**config.mk**
```make
export PLATFORM = sky130hd
export DESIGN_NAME = if_id_skid_stage
export DESIGN_NICKNAME = d
export VERILOG_FILES = /design/src/rtl/if_id_skid_stage.sv
export SDC_FILE = /design/constraint.sdc
export NUM_CORES = 1
export LEC_CHECK = 0
export BUFFER_PORTS_ARGS = -buffer_cell sky130_fd_sc_hd__buf_2
export CAP_MARGIN = 20
export CORE_AREA = 2 2 135 137
export CTS_CLUSTER_DIAMETER = 40
export CTS_CLUSTER_SIZE = 12
export DETAILED_ROUTE_END_ITERATION = 10
export DIE_AREA = 0 0 137 139
export GPL_TIMING_DRIVEN = 0
export SYNTH_ARGS = -nofsm -noshare
export SYNTH_HDL_FRONTEND = slang
export SYNTH_SLANG_ARGS = --single-unit
export TNS_END_PERCENT = 100
```
**constraint.sdc**
```tcl
create_clock -name clk -period 3.9 [get_ports clk]
set_input_delay 0.195 -clock clk [delete_from_list [all_inputs] [get_ports clk]]
set_output_delay 0.195 -clock clk [all_outputs]
set_load 0.05 [all_outputs]
```
**src/rtl/if_id_skid_stage.sv**
```systemverilog
`default_nettype none
// ============================================================================
// Module      : if_id_skid_stage
// Description : IF/ID pipeline stage with valid/ready handshake and a
//               2-entry skid buffer (main + skid). in_ready and all outputs
//               come straight from flops, so decode back-pressure never
//               reaches fetch combinationally. Synchronous flush empties the
//               stage; an empty stage presents NOP_INSTR with out_valid=0.
//               Optional macro IF_ID_STAGE_PERF_EN adds saturating stall and
//               flush counters.
// Revision    : 1.0 - initial release
// ============================================================================
module if_id_skid_stage #(
  parameter int                 INSTR_W   = 32,
  parameter int                 PC_W      = 32,
  parameter logic [INSTR_W-1:0] NOP_INSTR = INSTR_W'(32'h0000_0013),
  parameter logic [PC_W-1:0]    RESET_PC  = '0
) (
  input  logic               clk,
  input  logic               reset,
  input  logic               in_valid,
  output logic               in_ready,
  input  logic [INSTR_W-1:0] in_instr,
  input  logic [PC_W-1:0]    in_pc,
  input  logic               flush,
  output logic               out_valid,
  input  logic               out_ready,
  output logic [INSTR_W-1:0] out_instr,
  output logic [PC_W-1:0]    out_pc
`ifdef IF_ID_STAGE_PERF_EN
  ,
  output logic [15:0]        stall_cnt,
  output logic [15:0]        flush_cnt
`endif
);

  typedef enum logic [1:0] {
    EMPTY = 2'd0,
    ONE   = 2'd1,
    TWO   = 2'd2
  } state_t;

  state_t             state_q, state_d;
  logic               in_ready_q, in_ready_d;
  logic               out_valid_q, out_valid_d;
  logic [INSTR_W-1:0] main_instr_q, main_instr_d;
  logic [PC_W-1:0]    main_pc_q, main_pc_d;
  logic [INSTR_W-1:0] skid_instr_q, skid_instr_d;
  logic [PC_W-1:0]    skid_pc_q, skid_pc_d;

  logic w_push;
  logic w_pop;

  assign w_push = in_valid && in_ready_q;
  assign w_pop  = out_valid_q && out_ready;

  // Next-state and datapath selection; flush overrides every transition.
  always_comb begin
    state_d      = state_q;
    main_instr_d = main_instr_q;
    main_pc_d    = main_pc_q;
    skid_instr_d = skid_instr_q;
    skid_pc_d    = skid_pc_q;

    if (flush) begin
      state_d      = EMPTY;
      main_instr_d = NOP_INSTR;
    end else begin
      case (state_q)
        EMPTY: begin
          if (w_push) begin
            state_d      = ONE;
            main_instr_d = in_instr;
            main_pc_d    = in_pc;
          end
        end
        ONE: begin
          if (w_push && !w_pop) begin
            state_d      = TWO;
            skid_instr_d = in_instr;
            skid_pc_d    = in_pc;
          end else if (w_push && w_pop) begin
            main_instr_d = in_instr;
            main_pc_d    = in_pc;
          end else if (w_pop) begin
            state_d      = EMPTY;
            main_instr_d = NOP_INSTR;
          end
        end
        TWO: begin
          // in_ready is low here, so only a pop can move the stage.
          if (w_pop) begin
            state_d      = ONE;
            main_instr_d = skid_instr_q;
            main_pc_d    = skid_pc_q;
          end
        end
        default: begin
          state_d      = EMPTY;
          main_instr_d = NOP_INSTR;
        end
      endcase
    end

    // Handshake outputs are registered versions of the next-state decode.
    in_ready_d  = (state_d != TWO);
    out_valid_d = (state_d != EMPTY);
  end

  // State, handshake and storage registers with asynchronous reset.
  always_ff @(posedge clk or negedge reset) begin
    if (!reset) begin
      state_q      <= EMPTY;
      in_ready_q   <= 1'b1;
      out_valid_q  <= 1'b0;
      main_instr_q <= NOP_INSTR;
      main_pc_q    <= RESET_PC;
      skid_instr_q <= '0;
      skid_pc_q    <= '0;
    end else begin
      state_q      <= state_d;
      in_ready_q   <= in_ready_d;
      out_valid_q  <= out_valid_d;
      main_instr_q <= main_instr_d;
      main_pc_q    <= main_pc_d;
      skid_instr_q <= skid_instr_d;
      skid_pc_q    <= skid_pc_d;
    end
  end

  assign in_ready  = in_ready_q;
  assign out_valid = out_valid_q;
  assign out_instr = main_instr_q;
  assign out_pc    = main_pc_q;

`ifdef IF_ID_STAGE_PERF_EN
  logic [15:0] stall_cnt_q, stall_cnt_d;
  logic [15:0] flush_cnt_q, flush_cnt_d;

  // Saturating event counters; flush does not clear them.
  always_comb begin
    stall_cnt_d = stall_cnt_q;
    flush_cnt_d = flush_cnt_q;
    if (out_valid_q && !out_ready && (stall_cnt_q != 16'hFFFF)) begin
      stall_cnt_d = stall_cnt_q + 16'd1;
    end
    if (flush && ((state_q != EMPTY) || in_valid) && (flush_cnt_q != 16'hFFFF)) begin
      flush_cnt_d = flush_cnt_q + 16'd1;
    end
  end

  // Counter registers, cleared only by reset.
  always_ff @(posedge clk or negedge reset) begin
    if (!reset) begin
      stall_cnt_q <= '0;
      flush_cnt_q <= '0;
    end else begin
      stall_cnt_q <= stall_cnt_d;
      flush_cnt_q <= flush_cnt_d;
    end
  end

  assign stall_cnt = stall_cnt_q;
  assign flush_cnt = flush_cnt_q;
`endif

endmodule
`default_nettype wire

```
# Word-level counts from Yosys, hierarchy flattened
# Index checks and enable logic that the tools add are counted.
# Widths: inputs -> output; s select.
[op_classes]
eq_ne = 11
muxes = 19
n_bitwise = 1
n_reduce_logical = 11
[op_table]
columns = ["op", "n"]
rows = [
  ["$mux 32", 10],
  ["$pmux 32 s3", 2],
  ["$mux 2", 6],
  ["$ne 2x2->1 const B", 5],
  ["$ne 3x3->1 const B", 3],
  ["$pmux 2 s3", 1],
  ["$reduce_and 6->1", 1],
  ["$logic_and 1x1->1", 4],
  ["$ne 4x4->1 const B", 1],
  ["$reduce_and 4->1", 1],
  ["$reduce_and 3->1", 1],
  ["$reduce_bool 3->1", 1],
  ["$eq 2x1->1 const B", 1],
  ["$eq 2x2->1 const B", 1],
  ["$logic_not 2->1", 1],
  ["$reduce_bool 2->1", 1],
  ["$logic_not 1->1", 1],
  ["$not 1->1", 1],
]
[totals]
reg_bits = 132
elab_cells = 49
output_inout_bits = 66
input_bits = 69

# Logic depth before layout (Yosys ltp)
[logic_depth]
ltp_word = 7
depth_mapped = 7
ltp_nobuf = 4

# Worst setup path after synthesis
# Ideal clock, no wire load.
[synth_path]
kind = "register to register"
from = "reg out_valid_q (netlist: out_valid)"
to = "reg main_pc_q[17] (netlist: out_pc[17])"
arrival_time_ns = 1.887
path_stages_with_launch = 6
setup_time_ns = 0.125
n_path_buf = 1
path_slack_ns = 1.888
cell_sequence = "dfrtp_1 > nand2_1 > or2_2 > a21oi_4 > buf_6 > mux2_2"
[synth_via]
elab_chain_len = 5
elab_cells_between_ends = 8
[synth_rtl]
columns = ["element", "line", "source"]
rows = [
  ["start: declaration", "45", "logic out_valid_q, out_valid_d;"],
  ["start signal: assignment", "123", "out_valid_q <= out_valid_d;"],
  ["$logic_and 1x1->1 *", "55", "assign w_pop = out_valid_q && out_ready;"],
  ["$logic_not 1->1", "78", "if (w_push && !w_pop) begin"],
  ["$logic_and 1x1->1", "78", ""],
  ["$ne 2x2->1 (no line)", "n/a", ""],
  ["$reduce_and 6->1 (no line) *", "n/a", ""],
  ["end signal: assignment", "125", "main_pc_q <= main_pc_d;"],
  ["end: declaration", "47", "logic [PC_W-1:0] main_pc_q, main_pc_d;"],
]
# Mark *: on every way between the ends. The rest lies on a longest branch, timed or not.
# A chain may end at the register's enable or synchronous reset.

# Final worst setup path
[layout_path]
from = "reg out_valid_q (netlist: out_valid)"
to = "reg skid_instr_q[30]"
[layout_via]
elab_chain_len = 4
[layout_rtl]
columns = ["element", "line", "source"]
rows = [
  ["$logic_and 1x1->1", "55", ""],
  ["$logic_not 1->1", "78", ""],
  ["$logic_and 1x1->1", "78", ""],
  ["$reduce_and 3->1 (no line)", "n/a", ""],
  ["end signal: assignment", "126", "skid_instr_q <= skid_instr_d;"],
  ["end: declaration", "48", "logic [INSTR_W-1:0] skid_instr_q, skid_instr_d;"],
]
# No other way between the ends.

==> metrics.cfg <==
[global_route]
antenna_found_initial=0
busiest_layer=met2
grt_max_degree=84
grt_pass1_vias=4601
groute.usage.overall_pct=16.2
grt_use_met3_pct=4.97
grt.overflow.total=0
grt_util_met2_pct=25.8
grt_pass1_wl_mm=24.2
grt_use_met1_pct=21.2

[yosys]
synth.net_count=552
syn_inst=483
synth_ff_type=dfrtp_1
yosys_warnings=0
ys_top_cells_by_area=dfrtp_1, mux2_2, mux2i_1
synth_top_area_share_pct=51.3
yosys.area.top_type=dfrtp_1
async_flop_share_pct=100
synth-seq-cells=132
ys_types=31
syn_area_per_cell_um2=12.9
synth_seq_area_share_pct=53.0
synth-edff-count=0
synth_area_mm2=0.00624

[timing]
slew_violations=0
max_freq_mhz=484
tightestPinTransition_ns=0.706
fin_ws_ns=1.83
rsz0062_at_grt=false
finalSetupTns_ns=0
period_needed_ns=2.07
period_share_pct=52.9
maxSlewHeadroom_pct=52.9
setup_viol=0
hold_viol_final=0
whs_ns=0.0175
clock_skew_ns=0.00829

[die]
start_util_pct=35.3
die_h_um=139
floorplan.rows=49
core-area_mm2=0.0177
die_area_mm2=0.0190
die_w_um=137
io_pins=135

[placement]
dp_hpwl_mm=10.7
gp_congestion=0.789
post_dp_cell_area_mm2=0.00722
place_ws_ns=1.81
io_buffer_count=133

[route]
viasPerCell=5.10
vias=4499
drtIter0Drc=207
postRouteAntennaNets=0
routedWlPerCell_um=16.9
first_pass_iters=4
routed_wl_mm=14.9
drc_errors=0

[critical_path]
setup.worst_path.end_class=flop
critPathKind=reg -> reg
cp_max_fo=10
critPathLaunchType=flop
cp.arrival_ns=2.36
crit_required_ns=4.20

[clocking]
cts_tree=yes
clk_latency_ns=0.42
clkSinkCount=132
clock_path_buffers=2
htree_levels=4
cts_buffers=17
clk_pin_slew_worst_paths_ns=0.07
cts_resized=0
cts_root_buffer=clkbuf_16

[cells_and_area]
syn_to_final_growth_pct=25.5
drive_gt1_share_pct=49.2
fillCellCount=1677
nNetsFinal=708
final_util_pct=44.3
final_cell_area_mm2=0.00783

[pwr]
leakage_nw=3.47
powerDensity_mw_per_mm2=646
peakVddDrop_mv=0.321

[flow_run]
maxCapViolations=0

[hold_path]
hp-class=in -> reg

[status]
status=finished clean

==> layer usage <==
layer | up-vias | wire [um]
met5 | - | 0
met4 | 0 | 182
li1 | 2101 | -
met2 | 137 | 6970
met1 | 2244 | 6740
met3 | 17 | 990
==> report_power, final <==
group	internal [W]	switching [W]	total, W
sequential	0.00180	0.000212	0.00201
combinational	0.000578	0.000928	0.00151
clock	0.000891	0.000648	0.00154
==> worst paths after layout <==
path / start / end / slack, ns / cells after the start
min in group asynchronous: reset / out_instr[2]$_DFFE_PN0P_ / 0.28 / 2
max in group asynchronous: reset / out_pc[15]$_DFFE_PN0P_ / 2.83 / 3
worst max register to register: out_valid$_DFF_PN0_ / skid_instr_q[30]$_DFFE_PN0N_ / 1.83 / 5
worst min-delay path: in_pc[11] / skid_pc_q[11]$_DFFE_PN0N_ / 0.02 / 2
worst min register to register: out_pc[21]$_DFFE_PN0P_ / out_pc[21]$_DFFE_PN0P_ / 0.48 / 1
worst max-delay path: out_valid$_DFF_PN0_ / skid_instr_q[30]$_DFFE_PN0N_ / 1.83 / 5
==> area by class of cell <==
cell class | instances | area [um2] | area share [%]
Clock inverter | 15 | 145 | 1.85
Sequential cell | 132 | 3310 | 42.3
Inverter | 2 | 7.51 | 0.0959
Clock buffer | 17 | 425 | 5.43
Antenna cell | 1 | 2.50 | 0.0320
Tap cell | 229 | 287 | 3.66
Multi-Input combinational cell | 309 | 2660 | 34.0
Buffer | 40 | 265 | 3.39
Timing Repair Buffer | 137 | 729 | 9.32
==> cells by family (layout without fill, tap and decap cells) <==
kind of cell           after synthesis  in the layout  synth area share (%)
AO/OA/AOI/OAI                       74             74                  8.48
XOR/XNOR                             1              1                 0.140
flip-flops                         132            132                  53.0
AND/OR/NAND/NOR                     77             77                  6.22
multiplexers                       157            157                  27.8
other                                0              1                     0
buffers and inverters               42            211                  4.37
==> registers in the layout, indices dropped and copies added (netlist names) <==
register / flops
skid_instr_q: 32
in_ready: 1
out_instr: 32
out_valid: 1
out_pc: 32
skid_pc_q: 32
state_q: 2
==> cells in the final DEF, fill, tap and decap left out, types with 2 or more instances in the layout <==
cell / count
o22ai_1: 33
nor2_1: 30
dlygate4sd3_1: 3
mux2_1: 6
inv_1: 2
a21o_1: 5
clkinvlp_4: 3
mux2_2: 122
nand3b_1: 3
clkinv_4: 4
nand3_1: 31
buf_2: 140
buf_4: 4
mux2i_1: 29
buf_6: 13
inv_6: 6
nand2b_1: 4
a21oi_1: 2
clkbuf_1: 16
dfstp_2: 4
dfrtp_1: 128
a22oi_1: 29
clkbuf_16: 17
nand2_1: 3
==> repair_timing <==
action / 4_1_cts / 5_1_grt
buffers inserted: 0 / 0
endpoints found under the hold margin: 48 / 0
hold buffers: 3 / 0
==> critical path, stage by stage, from the launching register on <==
cell and delay (ns):
dfrtp_1 0.43, nand2_1 0.17, nand2_1 0.12, nor3_4 0.57, buf_4 0.31, mux2_2 0.35
==> metrics by stage <==
stage / instances / power, W
after floorplan: 483 / 0.00314
after global placement: 845 / 0.00349
after detailed placement: 846 / 0.00355
after CTS: 881 / 0.00512
after global routing: 881 / 0.00532
final: 882 / 0.00506
==> synth_stat cells (2+ instances only) <==
cell type  count
buf_2          8
nand2_1        3
mux2_1         6
mux2_2       122
clkbuf_1      16
a22oi_1       29
dfstp_2        4
a21oi_1        2
nand2b_1       4
nand3b_1       3
mux2i_1       29
buf_6         12
inv_1          2
o22ai_1       33
dfrtp_1      128
buf_4          4
nand3_1       31
nor2_1        30
a21o_1         5
Note: power is estimated with default switching activity, not from simulation.
